--- config.mk ---
export PLATFORM = sky130hd
export DESIGN_NAME = next_pc_unit
export DESIGN_NICKNAME = d
export VERILOG_FILES = /design/src/rtl/next_pc_unit.sv
export SDC_FILE = /design/constraint.sdc
export NUM_CORES = 1
export LEC_CHECK = 0
export BUFFER_PORTS_ARGS = -buffer_cell sky130_fd_sc_hd__clkbuf_2
export CAP_MARGIN = 25
export CORE_UTILIZATION = 53
export DETAILED_ROUTE_END_ITERATION = 16
export GPL_TIMING_DRIVEN = 1
export PLACE_DENSITY = 0.95
export SLEW_MARGIN = 20
export SYNTH_ARGS = -nofsm -noshare
export SYNTH_HDL_FRONTEND = slang
export SYNTH_SLANG_ARGS = --single-unit
--- constraint.sdc ---
create_clock -name clk -period 2.8 [get_ports clk]
set_clock_uncertainty 0.2 [all_clocks]
set_input_delay 0.42 -clock clk [delete_from_list [all_inputs] [get_ports clk]]
set_output_delay 0.42 -clock clk [all_outputs]
set_load 0.005 [all_outputs]
--- src/rtl/next_pc_unit.sv ---
// Fetch PC register and next-PC select: mispredict recovery, stall hold with
// redirect deferral, jump, prediction slots, branch-handler redirect, sequential.
module next_pc_unit #(
    parameter int          PC_W         = 16,
    parameter int          FETCH_W      = 4,
    parameter int          PRED_SLOTS   = 2,
    parameter int          MISP_BUBBLES = 2,
    parameter logic [63:0] RESET_PC     = 64'd0
) (
    input  logic                       clk,
    input  logic                       rst,
    input  logic                       stall_fetch,
    input  logic                       stall_for_jump,
    input  logic                       brch_full,
    input  logic                       has_mispredict,
    input  logic [PC_W-1:0]            recover_pc,
    input  logic                       jump_for_pcsel,
    input  logic [PC_W-1:0]            jump_target,
    input  logic [PRED_SLOTS-1:0]      pred_taken,
    input  logic [PRED_SLOTS*PC_W-1:0] pred_target,
    input  logic                       pcsel_from_bhndlr,
    input  logic [PC_W-1:0]            bhndlr_pc,
    output logic [PC_W-1:0]            pc,
    output logic [2:0]                 pc_src,
    output logic [2:0]                 pred_slot,
    output logic                       fetch_valid
);

    localparam logic [2:0] SRC_PRED     = 3'd0;
    localparam logic [2:0] SRC_PRED_ALT = 3'd1;
    localparam logic [2:0] SRC_JUMP     = 3'd2;
    localparam logic [2:0] SRC_RECOVER  = 3'd3;
    localparam logic [2:0] SRC_BHNDLR   = 3'd4;
    localparam logic [2:0] SRC_SEQ      = 3'd5;
    localparam logic [2:0] SRC_HOLD     = 3'd6;
    localparam logic [2:0] SRC_RESET    = 3'd7;

    localparam logic [3:0]      BUB_INIT = 4'(MISP_BUBBLES);
    localparam logic [PC_W-1:0] PC_INIT  = PC_W'(RESET_PC);
    localparam logic [PC_W-1:0] PC_STEP  = PC_W'(FETCH_W);

    // Registered state
    logic [PC_W-1:0] pc_q, pc_n;
    logic [2:0]      src_q, src_n;
    logic [2:0]      slot_q, slot_n;
    logic            valid_q, valid_n;
    logic            pend_valid_q, pend_valid_n;
    logic [PC_W-1:0] pend_tgt_q, pend_tgt_n;
    logic [2:0]      pend_src_q, pend_src_n;
    logic [3:0]      bub_q, bub_n;

    logic            stall;
    logic            pred_hit;
    logic [2:0]      pred_idx;
    logic [PC_W-1:0] pred_tgt;

    assign stall = stall_fetch | stall_for_jump | brch_full | (bub_q != 4'd0);

    // Lowest-numbered (oldest) taken slot wins, so scan from the top down.
    always_comb begin
        pred_hit = 1'b0;
        pred_idx = 3'd0;
        pred_tgt = '0;
        for (int i = PRED_SLOTS - 1; i >= 0; i--) begin
            if (pred_taken[i]) begin
                pred_hit = 1'b1;
                pred_idx = 3'(i);
                pred_tgt = pred_target[i*PC_W +: PC_W];
            end
        end
    end

    always_comb begin
        pc_n         = pc_q;
        src_n        = src_q;
        slot_n       = 3'd0;
        valid_n      = 1'b1;
        pend_valid_n = pend_valid_q;
        pend_tgt_n   = pend_tgt_q;
        pend_src_n   = pend_src_q;
        bub_n        = bub_q;

        if (has_mispredict) begin
            pc_n         = recover_pc;
            src_n        = SRC_RECOVER;
            pend_valid_n = 1'b0;
            bub_n        = BUB_INIT;
            valid_n      = (MISP_BUBBLES == 0);
        end else if (stall) begin
            src_n   = SRC_HOLD;
            valid_n = 1'b0;
            if (bub_q != 4'd0) begin
                bub_n = bub_q - 4'd1;
            end
            // Single-entry deferral; newest request replaces any older one.
            if (jump_for_pcsel) begin
                pend_valid_n = 1'b1;
                pend_tgt_n   = jump_target;
                pend_src_n   = SRC_JUMP;
            end else if (pcsel_from_bhndlr) begin
                pend_valid_n = 1'b1;
                pend_tgt_n   = bhndlr_pc;
                pend_src_n   = SRC_BHNDLR;
            end
        end else if (pend_valid_q) begin
            pc_n         = pend_tgt_q;
            src_n        = pend_src_q;
            pend_valid_n = 1'b0;
        end else if (jump_for_pcsel) begin
            pc_n  = jump_target;
            src_n = SRC_JUMP;
        end else if (pred_hit) begin
            pc_n   = pred_tgt;
            slot_n = pred_idx;
            src_n  = (pred_idx == 3'd0) ? SRC_PRED : SRC_PRED_ALT;
        end else if (pcsel_from_bhndlr) begin
            pc_n  = bhndlr_pc;
            src_n = SRC_BHNDLR;
        end else begin
            pc_n  = pc_q + PC_STEP;
            src_n = SRC_SEQ;
        end
    end

    always_ff @(posedge clk) begin
        if (rst) begin
            pc_q         <= PC_INIT;
            src_q        <= SRC_RESET;
            slot_q       <= 3'd0;
            valid_q      <= 1'b0;
            pend_valid_q <= 1'b0;
            pend_tgt_q   <= '0;
            pend_src_q   <= 3'd0;
            bub_q        <= 4'd0;
        end else begin
            pc_q         <= pc_n;
            src_q        <= src_n;
            slot_q       <= slot_n;
            valid_q      <= valid_n;
            pend_valid_q <= pend_valid_n;
            pend_tgt_q   <= pend_tgt_n;
            pend_src_q   <= pend_src_n;
            bub_q        <= bub_n;
        end
    end

    assign pc          = pc_q;
    assign pc_src      = src_q;
    assign pred_slot   = slot_q;
    assign fetch_valid = valid_q;

endmodule

==> results of run 1 <==
[metal layers]
layer	part of all wire [%]	up-vias	track usage [%]	routed length, um
met5	0	-	0	0
met3	9.6	28	6.71	908
li1	-	1567	-	-
met4	2.4	0	14.4	229
met2	46	205	50.8	4340
met1	42	1539	43.0	3950
[tightest hold or removal path, stage by stage]
cell and delay, ns:
clkbuf_2 0.08, nand2_1 0.06, o32ai_1 0.07
[cell usage after synthesis, drive strengths merged (12+ instances only)]
cell,instances
clkbuf,13
inv,13
buf,21
nor2,30
dfxtp,44
o21ai,13
a21oi,28
a211oi,15
nor3,12
nand2,28
mux2i,16
[cell families (layout without fill, tap and decap cells)]
| group | after synthesis | count (layout) | synth area share (%) |
|---|---|---|---|
| buffers and inverters | 48 | 145 | 7.70 |
| xor gates and xnor gates | 9 | 9 | 2.68 |
| DFF | 44 | 44 | 30.0 |
| adders and majority gates | 1 | 1 | 0.425 |
| AOI/OAI and AO/OA | 126 | 126 | 31.4 |
| other | 1 | 2 | 0.128 |
| muxes | 18 | 18 | 6.21 |
| and+or+nand+nor | 120 | 120 | 21.5 |
[sequential cells by signal, indices dropped and copies added, names as in the netlist]
signal        count
pend_src_q        2
pc_src            3
pend_valid_q      1
pc               16
bub_q             4
pred_slot         1
pend_tgt_q       16
fetch_valid       1
[final cells by class]
class / instances / share of cell area, %
tap: 70 / 2.43
sequential: 44 / 24.5
clock buffer: 5 / 1.91
inverter: 14 / 1.60
multi-input combinational: 276 / 51.0
clock inverter: 2 / 0.348
timing repair buffer: 124 / 18.2
[power groups by stage]
stage,logic (W),clock network [W],registers [W]
detailed placement,0.000370,0,0.000725
global route,0.000410,0.000423,0.000717
global placement,0.000361,0,0.000722
CTS,0.000372,0.000398,0.000711
finish,0.000378,0.000392,0.000713
floorplan,0.000232,0,0.000713
[layout by cell type, fill, tap and decap left out, drive strengths merged, types with 4 or more instances in the layout]
cell / n
clkbuf: 115
dfxtp: 44
nor2: 30
a21oi: 28
nand2: 28
mux2i: 16
a211oi: 15
buf: 14
inv: 13
o21ai: 13
nor3: 12
nand2b: 10
a221oi: 10
o22ai: 8
a221o: 7
a22oi: 7
nand3: 6
nand3b: 6
a311oi: 6
nor2b: 5
xnor2: 5
nor3b: 5
and3: 4
o31ai: 4
xor2: 4
nand4: 4
o221ai: 4
[worst paths after layout]
path / start / slack (ns) / end / cells after the start
setup / recovery: pend_valid_q$_SDFFE_PP0N_ / 0.51 / pc[14]$_SDFFE_PP0P_ / 5
hold / removal: recover_pc[13] / 0.17 / pc[13]$_SDFFE_PP0P_ / 3
setup reg to reg: pend_valid_q$_SDFFE_PP0N_ / 0.51 / pc[14]$_SDFFE_PP0P_ / 5
hold reg to reg: pc[1]$_SDFFE_PP0P_ / 0.29 / pc[1]$_SDFFE_PP0P_ / 2
[stage by stage]
stage                     hold slack (ns)  instances  area [um^2]
after floorplan                     0.244        368         2940
after global placement              0.274        528         3520
after detailed placement            0.281        528         3520
after CTS                           0.162        535         3600
after global routing                0.194        535         3600
final                               0.169        535         3600
==> results.txt, run 1 <==
- Result of the run: completed
- The worst setup path is of the flip-flop to flip-flop kind.
- Fraction of final layout cells with drive strength greater than 1: 31.4%
- In this design, the stage delay of the slowest critical-path cell is 0.65 ns.
- Sorting the synthesized cells by area gives the leading types as dfxtp_1, mux2i_1, a21oi_1.
- Unique cell type count in the Yosys netlist: 62
- Post-synth EDFFs: 0
- Crit path max-delay family: flip-flops
* Total design power: 0.00148 W
* Die ar.: 5850 um^2
- Highest clock frequency the design can meet: 437 MHz
- Dividing the detail-routed via count by the number of cells gives 6.24.
* Max stage delay cell, worst path: dfxtp_1
- No sink is reached through more buffers than the 2 on the longest clock path.
- Antenna Nets Post-Route: 0
* CP Capture Type: flip-flop
- Synthesis warning total: 0
- Via count of the routed design: 3339
- Crit path cell chain: buf_4 -> inv_1 -> and3_1 -> a2111oi_0 -> a21oi_1
- Power density of the placed cells: 412 nW/um^2
- The worst pin sits at a relative slew slack of 63.6%.
- Number of nets in the finished design: 556
- The number of setup buffers added after CTS is 0.
- Setup violations remaining at the end of the flow were counted as 0.
* Setup_tns: 0 ns
- Design internal power: 0.00101 W
* Switching power: 0.000473 W
- Detailed placer's ending HPWL: 6890 um
* Area of the placeable core: 5240 um^2
* Proportion of synthesized chip area in sequential cells: 30.0%
* Share of power burned in combinational logic: 25.5%
- In this run, the clock network consumes 26.4% of the power.
- Dividing the detail-routed wire length by the instance count gives 17.6 um.
- Effective utilization at floorplan: 56.1%
- Reg power frac: 48.1%
* Final weighted congestion in routability-driven placement: 0.918
* CTS hold repair buffers: 0
- The number of global-route vias before repair came to 3067.
* # H-tree levels: 2
* TritonCTS Buffers: 5
* End-of-flow core utilization: 68.7%
- The first TritonRoute pass finished after 5 iterations.
- IR analysis of the VDD net gives a maximum drop of 0.000271 V.
- Final WL: 9430 um
- After layout, the minimum clock period comes to 2.29 ns.
- In the finished design, the share of the clock period the worst path needs comes to 81.7%.
* Average cell area after synthesis: 8.01 um^2
- Max Transition Viols Final: 0
- Summed over all layers, the global routing overflow is 0.
- Combined area of all synthesized cells: 2940 um^2
* Y dimension of the die: 76.5 um
* Layout fillers: 459
- Setup repair after global routing missed its margin: no
- Total area of multi-input combinational cells: 1840 um^2
* CP required: 2.77 ns
- Post-CTS repair changed the size of 0 cells.
* Clock latency reported for the late side of the worst-skew pair: 0.31 ns
- For this run, the leading register cell type out of synthesis is dfxtp_1.
* Synth area leader: dfxtp_1
- In the global route stage, overall resource usage came out at 32.5%.
* Initial antenna violation count: 0
- At the placement stage, the worst setup path has a slack of 0.550 ns.
* Number of inserted diodes: 0
* First-pass GRT wire length: 14900 um
- Worst-path clk slew: 0.08 ns
* Startpoint type of the worst setup path: flip-flop
- Number of primary I/O pins: 113
* Number of standard-cell rows in the floorplan: 26
* Max_cap viols: 0
* PnR worst setup slack: 0.512 ns
- CTS placed an instance of clkbuf_8 at the clock tree root.
- The floorplan step set the die width to 76.5 um.
* Layout Area Growth over Synthesis: 22.4%
- DRC marker count from the first detailed-route iteration: 335
* Final Hold Vio Count: 0
* Sum of buffers and inverters on the critical path: 2
- Post-synth ARST share: 0%
- Leakage: 1.62 nW
- In the routed design, unresolved DRC markers number 0.
- Net switching is 31.9% of the power.
- Class of the tightest hold or removal check: primary input to flip-flop
* Worst Path Max Fanout: 14
- For this design, the sink count on the clock tree is 44.
- Largest net degree at the start of global routing: 38
* TritonCTS clock tree: done
- After synthesis the netlist holds a flip-flop and latch count of 44.
* Number of port buffers: 110
- Synthesis produced a netlist whose cell count is 367.
- Crit path DAT: 2.26 ns
- Share of the synthesized area in the top cell type: 30.0%
* Sequential Area: 881 um^2
- Slew @ Worst Pin: 0.532 ns
No activity file was read; power rests on OpenSTA's default activity.
==> run 2, diff against run 1 <==
--- a/config.mk
+++ b/config.mk
@@ -7,10 +7,10 @@
 export LEC_CHECK = 0
 export BUFFER_PORTS_ARGS = -buffer_cell sky130_fd_sc_hd__clkbuf_2
 export CAP_MARGIN = 25
-export CORE_UTILIZATION = 53
+export CORE_UTILIZATION = 45
 export DETAILED_ROUTE_END_ITERATION = 16
 export GPL_TIMING_DRIVEN = 1
-export PLACE_DENSITY = 0.95
+export PLACE_DENSITY = 0.86
 export SLEW_MARGIN = 20
 export SYNTH_ARGS = -nofsm -noshare
 export SYNTH_HDL_FRONTEND = slang
==> constraint.sdc (replaced) <==
create_clock -name clk -period 2.1 [get_ports clk]
set_clock_uncertainty 0.2 [all_clocks]
set_input_delay 0.315 -clock clk [delete_from_list [all_inputs] [get_ports clk]]
set_output_delay 0.315 -clock clk [all_outputs]
set_load 0.005 [all_outputs]
==> run 2 against run 1 <==
  * Cell area up 5.4%
  * Non-clock buffer count up 16
  * Via count up 3.5%
  * Critical path type unchanged
==> results.txt, run 2 (same netlist as run 1, synthesis figures left out) <==
- Peak supply drop: 0.000396 V (was 0.000271 V)
- Highest clock frequency the design can meet: 508 MHz (was 437 MHz)
- Largest net degree at the start of global routing: 37 (was 38)
- Y dimension of the die: 82.8 um (was 76.5 um)
- The global routing met1 resource utilization was 36.7% (was 43.0%).
- The worst min-delay path startpoint is bhndlr_pc[9] (was recover_pc[13]).
* Launch point of the worst reg-to-reg path: pc[5]$_SDFFE_PP0P_ (was pend_valid_q$_SDFFE_PP0N_)
* First-pass iteration count of the detailed router: 5 (unchanged)
* Final Hold Vio Count: 0 (unchanged)
- Worst-path clk slew: 0.09 ns (was 0.08 ns)
- The number of buffers inserted during clock tree synthesis is 5 (unchanged).
- Type of the worst setup path: flip-flop to flip-flop (unchanged)
* Routed length per placed instance: 17.2 um (was 17.6 um)
* Initial antenna violation count: 0 (unchanged)
- Die span in x: 82.8 um (was 76.5 um)
- The endpoint of the most critical register-to-register path is pc[13]$_SDFFE_PP0P_ (was pc[14]$_SDFFE_PP0P_).
- The busiest layer in global routing is met2 (unchanged).
- Leading cell type in the layout, fill and taps excluded: clkbuf_2 (unchanged)
- The type of destination of the critical path is a flip-flop (unchanged).
- Final weighted congestion in routability-driven placement: 0.903 (was 0.918)
- The power density of the placed cells came to 569 nW/um^2 (was 412 nW/um^2).
- The via count came to 3457 (was 3339).
* Dpl cells: 551 (was 528)
- Detailed placer's ending HPWL: 7110 um (was 6890 um)
- Vias in the first global route: 3172 (was 3067)
- Clock net sink count: 44 (unchanged)
* Fraction of final layout cells with drive strength greater than 1: 34.2% (was 31.4%)
* Worst Path Max Fanout: 8 (was 14)
- Setup_tns: 0 ns (unchanged)
* Number of primary I/O pins: 113 (unchanged)
* Met3 capacity usage during global routing: 6.06% (was 6.71%)
- Crit path DAT: 1.99 ns (was 2.26 ns)
- The TritonCTS clock tree was done (unchanged).
- Routed vias/inst: 6.18 (was 6.24)
- The sum of routed wire length over all layers came to 9590 um (was 9430 um).
* Worst rel slew slack: 61.4% (was 63.6%)
* Layout Cells excl Fill: 559 (was 535)
* Layout Area Growth over Synthesis: 29.1% (was 22.4%)
* Area of the placeable core: 6310 um^2 (was 5240 um^2)
* Logic depth of the worst register-to-register path: 5 (unchanged)
- Leakage: 1.72 nW (was 1.62 nW)
- The net total in the final layout came to 572 (was 556).
- The clock insertion delay at the later pin of the skew report was 0.30 ns (was 0.31 ns).
- Final setup violation count: 0 (unchanged)
- The maximum root-to-sink buffer count was 2 (unchanged).
- The time the worst path needs with I/O delays and setup came to 1.97 ns (was 2.29 ns).
- Die ar.: 6860 um^2 (was 5850 um^2)
- The global routing met2 resource utilization is 43.7% (was 50.8%).
* CTS hold repair buffers: 0 (unchanged)
- The leftover overflow at the end of global routing is 0 (unchanged).
* Number of inserted diodes: 0 (unchanged)
- The starting utilization of the core area was 46.6% (was 56.1%).
- Worst setup path startpoint: pc[5]$_SDFFE_PP0P_ (was pend_valid_q$_SDFFE_PP0N_)
- CP required: 2.12 ns (was 2.77 ns)
- Setup Fix Bufs, Post-CTS: 0 (unchanged)
* Startpoint type of the worst setup path: flip-flop (unchanged)
- CTS resizes: 0 (unchanged)
* Number of standard-cell rows in the floorplan: 29 (was 26)
- Top library cells by usage in the layout, fill and taps aside: clkbuf_2, dfxtp_1, nor2_1, buf_4, a21oi_1 (was clkbuf_2, dfxtp_1, nor2_1, a21oi_1, nand2_1).
* Slew @ Worst Pin: 0.571 ns (was 0.532 ns)
- The number of slew-limit violations in the final report was 0 (unchanged).
* Global-route usage over all layers: 27.7% (was 32.5%)
* Max_cap viols: 0 (unchanged)
- The worst min-delay path class is primary input to flip-flop (unchanged).
- Root buffer selected by CTS: clkbuf_8 (unchanged)
* FF-to-FF setup slack: 0.13 ns (was 0.51 ns)
* First-pass GRT wire length: 15400 um (was 14900 um)
- Worst setup path end: pc[13]$_SDFFE_PP0P_ (was pc[14]$_SDFFE_PP0P_)
* # H-tree levels: 2 (unchanged)
- Part of the cycle the worst path needs: 93.8% (was 81.7%)
* Remaining design rule violation count: 0 (unchanged)
- Result of the run: completed (unchanged).
* DRC marker count from the first detailed-route iteration: 307 (was 335)
* Number of port buffers: 110 (unchanged)
- Antenna Nets Post-Route: 0 (unchanged)
==> run 2: changes by cell type in the layout (fill, tap and decap cells not counted), sizes merged <==
cell,delta
buf,+16
bufinv,+1
==> run 2: worst min-delay path by stage <==
stage,end,cells after the start
floorplan,pc_src[1]$_SDFF_PP1_,2
global placement,pend_tgt_q[13]$_SDFFE_PP0P_,2
detailed placement,pc_src[1]$_SDFF_PP1_,2
CTS,pc[6]$_SDFFE_PP0P_,3
global route,pc[6]$_SDFFE_PP0P_,3
finish,pend_tgt_q[9]$_SDFFE_PP0P_,3
==> run 2: worst max-delay path, stage by stage (launching register included) <==
cell and delay (ns):
dfxtp_1 0.50, nand3_1 0.24, or4_1 0.58, nand3b_1 0.10, a21oi_1 0.06, o32ai_1 0.20
==> run 2: stage by stage <==
stage / setup slack (ns) / instance area (um^2) / util [%] / hold slack (ns) / total power, W
finish: 0.131 / 3790 / 60.1 / 0.0774 / 0.00216
global placement: 0.218 / 3670 / 58.2 / 0.275 / 0.00148
global route: -0.00791 / 3790 / 60.1 / 0.0846 / 0.00225
detailed placement: 0.172 / 3670 / 58.2 / 0.272 / 0.00149
CTS: 0.0975 / 3780 / 59.9 / 0.0802 / 0.00215
floorplan: 0.226 / 2940 / - / 0.244 / 0.00126
==> run 2: layout make-up <==
class / instances / area (um^2)
Clock buffer: 5 / 68.8
Clock inverter: 3 / 42.5
Fill cell: 590 / 2520
Inverter: 14 / 57.6
Multi-Input combinational cell: 276 / 1850
Sequential cell: 44 / 881
Tap cell: 77 / 96.3
Timing Repair Buffer: 140 / 801
==> run 2: report_power, final <==
| group | switching [W] | total (W) | leakage [nW] | internal [W] |
|---|---|---|---|---|
| Combinational | 0.000286 | 0.000546 | 1.30 | 0.000259 |
| Sequential | 0.0000519 | 0.000942 | 0.363 | 0.000890 |
| Clock | 0.000318 | 0.000671 | 0.0541 | 0.000353 |
==> run 2: per-layer routing <==
layer  share of wire, %  wire length [um]  vias up
met2                 47              4530      203
met4                2.5               235        0
li1                   -                 -     1610
met1                 41              3930     1616
met5                  0                 0        -
met3                9.3               888       28
